[src/rtl/hall_pulse_filter_pkg.sv]
// ----------------------------------------------------------------------------
// dcmctrl_pkg
// Shared types and constants for the Hall-sensor conditioning path.
//   hall_state_t              : per-channel debounce FSM state
//   HALL_DEBOUNCE_CYCLES_24M  : 10 us acceptance window at 24 MHz
//   N_CHANNELS_DEFAULT        : number of Hall inputs on the motor board
//   cnt_width()               : debounce counter width for a given window
// ----------------------------------------------------------------------------
package dcmctrl_pkg;

    localparam int HALL_DEBOUNCE_CYCLES_24M = 240;
    localparam int N_CHANNELS_DEFAULT       = 6;

    typedef enum logic [1:0] {
        LOW      = 2'd0,
        CHK_HIGH = 2'd1,
        HIGH     = 2'd2,
        CHK_LOW  = 2'd3
    } hall_state_t;

    // The counter only ever reaches cycles-1, so this width leaves headroom.
    function automatic int cnt_width(input int cycles);
        return $clog2(cycles + 1);
    endfunction

endpackage

[src/rtl/hall_pulse_filter_if.sv]
// ----------------------------------------------------------------------------
// hall_pulse_filter_if
// Bundles the per-channel control and status lines of the Hall filter.
//   enable       : global run enable (low holds every channel idle)
//   hall_in      : raw asynchronous Hall inputs
//   glitch_clear : per-channel clear of glitch_flag
//   pulse_out    : debounced level to the motor controller
//   rise_strobe  : one-cycle strobe on each accepted 0->1
//   glitch_flag  : sticky rejected-transition flag
// master = driver side (controller/bench), slave = the filter itself.
// ----------------------------------------------------------------------------
interface hall_pulse_filter_if
    import dcmctrl_pkg::*;
#(
    parameter int N_CHANNELS = N_CHANNELS_DEFAULT
);
    logic                  enable;
    logic [N_CHANNELS-1:0] hall_in;
    logic [N_CHANNELS-1:0] glitch_clear;
    logic [N_CHANNELS-1:0] pulse_out;
    logic [N_CHANNELS-1:0] rise_strobe;
    logic [N_CHANNELS-1:0] glitch_flag;

    modport master (
        output enable, hall_in, glitch_clear,
        input  pulse_out, rise_strobe, glitch_flag
    );

    modport slave (
        input  enable, hall_in, glitch_clear,
        output pulse_out, rise_strobe, glitch_flag
    );

endinterface

[src/rtl/hall_pulse_filter_ch.sv]
// ----------------------------------------------------------------------------
// hall_debounce_ch
// One Hall channel: two-flop synchroniser, debounce FSM with acceptance
// counter, registered level/strobe outputs and a sticky glitch flag.
//   i_clk, i_resetn  : clock, synchronous active-low reset
//   i_enable         : low forces the FSM idle (glitch flag is kept)
//   i_hall           : raw asynchronous input
//   i_glitch_clear   : clears o_glitch unless a glitch is set the same cycle
//   o_pulse          : debounced level
//   o_rise           : one-cycle strobe after acceptance into HIGH
//   o_glitch         : sticky rejected-transition flag
//
// state    | meaning
// ---------+-------------------------------------------------------
// LOW      | accepted level 0, waiting for s2 to go high
// CHK_HIGH | s2 high, counting towards acceptance of level 1
// HIGH     | accepted level 1, waiting for s2 to go low
// CHK_LOW  | s2 low, counting towards acceptance of level 0
// ----------------------------------------------------------------------------
module hall_debounce_ch
    import dcmctrl_pkg::*;
#(
    parameter int DEBOUNCE_CYCLES = HALL_DEBOUNCE_CYCLES_24M
)(
    input  logic i_clk,
    input  logic i_resetn,
    input  logic i_enable,
    input  logic i_hall,
    input  logic i_glitch_clear,
    output logic o_pulse,
    output logic o_rise,
    output logic o_glitch
);
    localparam int               CNT_W    = cnt_width(DEBOUNCE_CYCLES);
    localparam logic [CNT_W-1:0] CNT_LAST = CNT_W'(DEBOUNCE_CYCLES - 1);

    logic             r_s1;
    logic             r_s2;
    hall_state_t      r_state;
    hall_state_t      w_state_nxt;
    logic [CNT_W-1:0] r_cnt;
    logic [CNT_W-1:0] w_cnt_nxt;
    logic             r_pulse;
    logic             w_pulse_nxt;
    logic             r_rise;
    logic             w_rise_nxt;
    logic             r_glitch;
    logic             w_glitch_set;

    // Synchroniser keeps sampling while disabled so re-enable sees a fresh s2.
    always_ff @(posedge i_clk) begin
        if (!i_resetn) begin
            r_s1 <= 1'b0;
            r_s2 <= 1'b0;
        end else begin
            r_s1 <= i_hall;
            r_s2 <= r_s1;
        end
    end

    always_ff @(posedge i_clk) begin
        if (!i_resetn) begin
            r_state  <= LOW;
            r_cnt    <= '0;
            r_pulse  <= 1'b0;
            r_rise   <= 1'b0;
            r_glitch <= 1'b0;
        end else begin
            r_state  <= w_state_nxt;
            r_cnt    <= w_cnt_nxt;
            r_pulse  <= w_pulse_nxt;
            r_rise   <= w_rise_nxt;
            // A glitch detected in the same cycle as a clear must not be lost.
            r_glitch <= w_glitch_set | (r_glitch & ~i_glitch_clear);
        end
    end

    always_comb begin
        w_state_nxt  = r_state;
        w_cnt_nxt    = r_cnt;
        w_pulse_nxt  = r_pulse;
        w_rise_nxt   = 1'b0;
        w_glitch_set = 1'b0;

        if (!i_enable) begin
            w_state_nxt = LOW;
            w_cnt_nxt   = '0;
            w_pulse_nxt = 1'b0;
        end else begin
            case (r_state)
                LOW: begin
                    if (r_s2) begin
                        w_state_nxt = CHK_HIGH;
                        w_cnt_nxt   = '0;
                    end
                end
                CHK_HIGH: begin
                    if (!r_s2) begin
                        w_state_nxt  = LOW;
                        w_glitch_set = 1'b1;
                    end else if (r_cnt == CNT_LAST) begin
                        w_state_nxt = HIGH;
                        w_pulse_nxt = 1'b1;
                        w_rise_nxt  = 1'b1;
                    end else begin
                        w_cnt_nxt = r_cnt + 1'b1;
                    end
                end
                HIGH: begin
                    if (!r_s2) begin
                        w_state_nxt = CHK_LOW;
                        w_cnt_nxt   = '0;
                    end
                end
                CHK_LOW: begin
                    if (r_s2) begin
                        w_state_nxt  = HIGH;
                        w_glitch_set = 1'b1;
                    end else if (r_cnt == CNT_LAST) begin
                        w_state_nxt = LOW;
                        w_pulse_nxt = 1'b0;
                    end else begin
                        w_cnt_nxt = r_cnt + 1'b1;
                    end
                end
                default: begin
                    w_state_nxt = LOW;
                    w_cnt_nxt   = '0;
                    w_pulse_nxt = 1'b0;
                end
            endcase
        end
    end

    assign o_pulse  = r_pulse;
    assign o_rise   = r_rise;
    assign o_glitch = r_glitch;

endmodule

[src/rtl/hall_pulse_filter.sv]
// ----------------------------------------------------------------------------
// hall_pulse_filter
// Conditions N_CHANNELS raw Hall lines for the motor controller. Each channel
// is an independent hall_debounce_ch; nothing is shared between channels.
//   clk     : system clock (24 MHz)
//   resetn  : synchronous active-low reset
//   bus     : slave side of hall_pulse_filter_if (enable, hall_in,
//             glitch_clear in; pulse_out, rise_strobe, glitch_flag out)
// DEBOUNCE_CYCLES is legal in 1..65535.
// ----------------------------------------------------------------------------
module hall_pulse_filter
    import dcmctrl_pkg::*;
#(
    parameter int N_CHANNELS      = N_CHANNELS_DEFAULT,
    parameter int DEBOUNCE_CYCLES = HALL_DEBOUNCE_CYCLES_24M
)(
    input  logic                clk,
    input  logic                resetn,
    hall_pulse_filter_if.slave  bus
);

    for (genvar g = 0; g < N_CHANNELS; g++) begin : g_ch
        hall_debounce_ch #(
            .DEBOUNCE_CYCLES (DEBOUNCE_CYCLES)
        ) u_ch (
            .i_clk          (clk),
            .i_resetn       (resetn),
            .i_enable       (bus.enable),
            .i_hall         (bus.hall_in[g]),
            .i_glitch_clear (bus.glitch_clear[g]),
            .o_pulse        (bus.pulse_out[g]),
            .o_rise         (bus.rise_strobe[g]),
            .o_glitch       (bus.glitch_flag[g])
        );
    end

endmodule

[src/flat_wrapper.sv]
// flat-port wrapper written by rule: the top's interface ports become plain ports
module hall_pulse_filter_flat import dcmctrl_pkg::*;
#(
    parameter int N_CHANNELS      = N_CHANNELS_DEFAULT,
    parameter int DEBOUNCE_CYCLES = HALL_DEBOUNCE_CYCLES_24M
)
  (clk, resetn, bus_enable, bus_hall_in, bus_glitch_clear, bus_pulse_out, bus_rise_strobe, bus_glitch_flag);
  hall_pulse_filter_if #(.N_CHANNELS(N_CHANNELS)) bus_i ();
  input  logic clk;
  input  logic resetn;
  input wire logic [$bits(bus_i.enable)-1:0] bus_enable;
  input wire logic [$bits(bus_i.hall_in)-1:0] bus_hall_in;
  input wire logic [$bits(bus_i.glitch_clear)-1:0] bus_glitch_clear;
  output wire logic [$bits(bus_i.pulse_out)-1:0] bus_pulse_out;
  output wire logic [$bits(bus_i.rise_strobe)-1:0] bus_rise_strobe;
  output wire logic [$bits(bus_i.glitch_flag)-1:0] bus_glitch_flag;
  assign bus_i.enable = bus_enable;
  assign bus_i.hall_in = bus_hall_in;
  assign bus_i.glitch_clear = bus_glitch_clear;
  assign bus_pulse_out = bus_i.pulse_out;
  assign bus_rise_strobe = bus_i.rise_strobe;
  assign bus_glitch_flag = bus_i.glitch_flag;
  hall_pulse_filter #(.N_CHANNELS(N_CHANNELS), .DEBOUNCE_CYCLES(DEBOUNCE_CYCLES)) u_core (.clk(clk), .resetn(resetn), .bus(bus_i));
endmodule
[config.mk]
export PLATFORM = sky130hd
export DESIGN_NAME = hall_pulse_filter_flat
export DESIGN_NICKNAME = d
export VERILOG_FILES = /design/src/rtl/hall_pulse_filter_pkg.sv /design/src/rtl/hall_pulse_filter_if.sv /design/src/rtl/hall_pulse_filter_ch.sv /design/src/rtl/hall_pulse_filter.sv /design/src/flat_wrapper.sv
export SDC_FILE = /design/constraint.sdc
export NUM_CORES = 1
export LEC_CHECK = 0
export CAP_MARGIN = 20
export CORE_ASPECT_RATIO = 1.4
export CORE_MARGIN = 2
export CORE_UTILIZATION = 49
export DETAILED_ROUTE_END_ITERATION = 8
export PLACE_DENSITY = 0.71
export SYNTH_ARGS = -nofsm -noshare
export SYNTH_HDL_FRONTEND = slang
export SYNTH_SLANG_ARGS = --single-unit
[constraint.sdc]
create_clock -name clk -period 3.2 [get_ports clk]
set_input_delay 0.32 -clock clk [delete_from_list [all_inputs] [get_ports clk]]
set_output_delay 0.32 -clock clk [all_outputs]
set_load 0.05 [all_outputs]
After elaboration in Yosys (flattened, before gate mapping)
Cells that the tools add are included.

Word-level logic and storage cells: 313. Register bits after elaboration: 90. Input bits: 15.

Eq/ne operators: 72. Reductions and logical operators: 37. $add $sub $neg: 6. Muxes and demuxes: 138. Bitwise gates (word level): 18.

Operator list (number): $mux W8 (30); $pmux W8 S4 (6); $mux W2 (36); $ne A2 B2 Y1 const B (36); $reduce_and A4 Y1 (18); $add A8 B1 Y8 const B (6); $eq A8 B8 Y1 const B (6); $mux W1 (48); $pmux W2 S4 (6); $ne A3 B3 Y1 const B (12); $reduce_and A5 Y1 (6); $eq A2 B2 Y1 const B (12); $pmux W1 S2 (12); $eq A2 B1 Y1 const B (6); $logic_not A2 Y1 (6); $reduce_bool A2 Y1 (6); $and A1 B1 Y1 (6); $not A1 Y1 (6); $or A1 B1 Y1 (6); $reduce_and A2 Y1 (1).

Depth between registers and ports, before layout
Depth in word-level cells: 4. Mapped depth: 5.

Cells and area by module
A second synthesis with hierarchy kept.

Cells, all modules: 480. Area, all modules: 4204.0 um^2.

By module, submodules not included: hall_debounce_ch (sequential area each 300.3 um^2, cells each 80, times used 6, area each 700.7 um^2).

Worst setup path before layout
Ideal clock, no wire load.

Path kind: reg-to-reg. Start point: register u_core.g_ch[5].u_ch.r_cnt[0]. End point: register u_core.g_ch[5].u_ch.r_cnt[4]. Stages on the path, launching flop included: 6. Data arrival time: 1362 ps. Data required time: 3072 ps. Buffers on the path: 0. Slack: 1710 ps. Clock period less this slack: 1490 ps. Cell sequence: dfxtp_1 > ha_1 > nand3_2 > o41ai_2 > o31a_1 > nor2_1.

Longest elaborated chain between the ends: 4. Elaborated cells on any way between the ends: 6.

Ends and longest elaborated chain: start: declaration (line hall_pulse_filter_ch.sv:41) `logic [CNT_W-1:0] r_cnt;`; start signal: assignment (line hall_pulse_filter_ch.sv:70) `r_cnt <= w_cnt_nxt;`; $add A8 B1 Y8 or $eq A8 B8 Y1 (tied branches); $mux W8 (*) (line hall_pulse_filter_ch.sv:101, hall_pulse_filter_ch.sv:119); $mux W8 (on tied branches) (line hall_pulse_filter_ch.sv:116, hall_pulse_filter_ch.sv:98); $pmux W8 S4 (*) (line hall_pulse_filter_ch.sv:90) `case (r_state)`.

Mark *: on every way between the ends. The rest lies on a longest branch, timed or not. The select of a mux whose other input is x is not followed. A chain may end at the register's enable or synchronous reset.

Final worst setup path
Start point: register u_core.g_ch[2].u_ch.r_pulse. End point: output bus_pulse_out[2].

RTL lines: start: declaration (line hall_pulse_filter_ch.sv:43) `logic r_pulse;`; start signal: assignment (line hall_pulse_filter_ch.sv:71) `r_pulse <= w_pulse_nxt;`; end: declaration (line flat_wrapper.sv:14) `output wire logic [$bits(bus_i.pulse_out)-1:0] bus_pulse_out;`.

No word-level cell between the ends.

==> results.json <==
{
  "status": "complete, no violations",
  "num_rows": 38,
  "cts.reportedPaths.clkPinSlew_ns": 0.08,
  "vias": 2978,
  "holdWs_ns": 0.437,
  "ctsLongestPathBuffers": 2,
  "ys_warn_count": 0,
  "critPathKind": "reg -> out",
  "wl_per_cell_um": 12.5,
  "multi_input_area_um2": 1880,
  "rr_worst_depth": 5,
  "cts-htree-levels": 3,
  "design_area_um2": 4400,
  "ys_seq_elements": 90,
  "yosysTopAreaCell": "dfxtp_1",
  "r2r_start": "u_core.g_ch[5].u_ch.r_cnt[0]",
  "vdd_drop_max_uv": 247,
  "synth_flop_cell": "dfxtp_1",
  "cts_tree": "yes",
  "stdcell_count": 559,
  "leakage_nw": 1.41,
  "cp-end-kind": "output port",
  "fin_crit_ns": 1.88,
  "syn_area_um2": 3890,
  "crit_end": "bus_pulse_out[2]",
  "hold_viol_final": 0,
  "yosysSeqAreaShare": 0.463,
  "setup_viol": 0,
  "p_int_mw": 1.56,
  "crit_slowest_cell": "clkdlybuf4s50_1",
  "viasPerCell": 5.33,
  "dieArea_um2": 8680,
  "power.share.switching": 0.213,
  "grt_max_degree": 22,
  "cp_data_required_time_ns": 2.88,
  "cp-start-kind": "flop",
  "port_buffers": 32,
  "fill_cells": 707,
  "antenna_cells": 0,
  "route.detailed.drc": 0,
  "place_inst": 543,
  "grt_setup_unrepaired": "no",
  "antenna_found_initial": 0,
  "path_buf_inv": 1,
  "power_mw": 1.99,
  "root_buffer": "clkbuf_8",
  "place_ws_ns": 0.942,
  "start_util": 0.502,
  "yosys.cell_count.top_type": "dfxtp_1",
  "reg2reg_slack_ns": 1.53,
  "worst_path_largest_cell_delay_ns": 0.82,
  "grt-ovfl-total": 0,
  "layout_setup_ws_ns": 1.32,
  "hold_class": "reg -> reg",
  "syn_area_per_cell_um2": 9.01,
  "switchingPower_uw": 423,
  "yosys.area.top_type_share": 0.463,
  "async_reset_ff_frac": 0,
  "clock-sinks": 90,
  "slew_violations": 0,
  "maxCapViolCount": 0,
  "cts_buffers": 9,
  "dp.final_hpwl_mm": 4.93,
  "firstDrtPassIters": 4,
  "cp.arrival_ns": 1.56,
  "cpLargestDelayFamily": "buffers and inverters",
  "seq_area_um2": 1800,
  "gp_congestion": 0.812,
  "syn_inst": 432,
  "synth_cell_types": 45,
  "dpl_cell_area_um2": 4210,
  "p_comb_frac": 0.038,
  "drt_wl_total_mm": 7.00,
  "fin_crit_sh": 0.589,
  "crit_path_start": "u_core.g_ch[2].u_ch.o_pulse",
  "worstMarginPinSlew_ns": 0.660,
  "grt_usage": 0.178,
  "synth_edf_count": 0,
  "core_um2": 7750,
  "layout-drive-gt1-share": 0.0610,
  "fin_worst_skew_ns": 0.00469,
  "synth_nets": 453,
  "grt_pass1_wl_mm": 12.3,
  "power.density_nw_per_um2": 451,
  "clock_latency_ns": 0.36,
  "relSlewSlack": 0.555,
  "sequentialPowerShare": 0.572,
  "die_w_um": 79.3,
  "die_height_um": 109,
  "postCtsHoldBufs": 0,
  "p_clk_frac": 0.390,
  "post-route-util": 0.568,
  "synth_top_cells_by_area": "dfxtp_1, xnor2_1, nand3_1",
  "grt_pass1_vias": 2824,
  "ios": 33,
  "crit_fanout": 3,
  "setup_tns_ns": 0,
  "path_cells": "clkdlybuf4s50_1",
  "netlist_top_cells_count": "dfxtp_1, nor2_1, nand3_1",
  "final_nets": 475,
  "cp.depth": 1,
  "post_cts_resized": 0,
  "post_cts_buffers": 0,
  "holdPathStages": 1,
  "antenna_left": 0,
  "max_clock_freq_mhz": 531,
  "area_delta_synth_final_pct": 13.1,
  "drtIter0Drc": 111,
  "timing.rr.end": "u_core.g_ch[5].u_ch.r_cnt[4]"
}
-- cells by family after synthesis --
| logic type | synth area share |
|---|---|
| buf+inv | 0.0553 |
| flops | 0.463 |
| compound gates | 0.127 |
| mux | 0.00514 |
| fa+ha+maj | 0.0193 |
| simple gates | 0.240 |
| xor+xnor | 0.0897 |
-- area by class of cell --
| type | count | area share |
|---|---|---|
| clock buffer | 14 | 0.0369 |
| clock inverter | 2 | 0.00796 |
| inverter | 14 | 0.0119 |
| multi-input combinational | 303 | 0.426 |
| sequential | 90 | 0.409 |
| tap | 100 | 0.0284 |
| timing repair buffer | 36 | 0.0796 |
-- how the worst min path moves through the flow --
stage                                   startpoint                       end  slack, ns
final                     u_core.g_ch[0].u_ch.r_s1  u_core.g_ch[0].u_ch.r_s2       0.44
after global placement    u_core.g_ch[4].u_ch.r_s1  u_core.g_ch[4].u_ch.r_s2       0.41
after CTS                 u_core.g_ch[2].u_ch.r_s1  u_core.g_ch[2].u_ch.r_s2       0.44
after floorplan           u_core.g_ch[0].u_ch.r_s1  u_core.g_ch[0].u_ch.r_s2       0.41
after global routing      u_core.g_ch[1].u_ch.r_s1  u_core.g_ch[1].u_ch.r_s2       0.47
after detailed placement  u_core.g_ch[0].u_ch.r_s1  u_core.g_ch[0].u_ch.r_s2       0.42
-- placed cells by master (no fill, tap or decap), types with 7 or more instances in the layout --
master and n:
dfxtp_1 90, and3_1 7, clkbuf_8 11, a21oi_1 17, xnor2_1 22, or3_1 9, nor3_1 20, nand2_1 24
xor2_1 16, clkdlybuf4s50_1 32, nor2_1 39, nand3_1 32, inv_1 14, and2_1 13, o21ai_0 25
-- worst reg2reg max path, stage by stage, from the launching register on --
cell	delay, ns
dfxtp_1	0.37
ha_1	0.21
nand3_2	0.16
o41ai_2	0.58
o31a_1	0.18
nor2_1	0.04
-- power groups by stage --
stage	clock network, mW	logic [mW]	registers, mW
after floorplan	0	0.0443	1.16
after global placement	0	0.0763	1.16
after detailed placement	0	0.0774	1.16
after CTS	0.807	0.0778	1.14
after global routing	0.854	0.0849	1.14
final	0.775	0.0763	1.14
-- metal layers --
metal | vias up | wire, µm | track usage
met5 | - | 0 | 0
met4 | 0 | 129 | 0.0961
met3 | 10 | 235 | 0.0411
met2 | 42 | 3300 | 0.291
met1 | 1376 | 3330 | 0.217
li1 | 1550 | - | -
-- state kept, by name, indices dropped and copies added, names as in the netlist, named ones only --
signal and count:
u_core.g_ch.u_ch.o_rise 6, u_core.g_ch.u_ch.r_cnt 48, u_core.g_ch.u_ch.r_s1 6, u_core.g_ch.u_ch.o_pulse 6, u_core.g_ch.u_ch.o_glitch 6, u_core.g_ch.u_ch.r_s2 6, u_core.g_ch.u_ch.r_state 6
(Power assumes the default switching activity.)
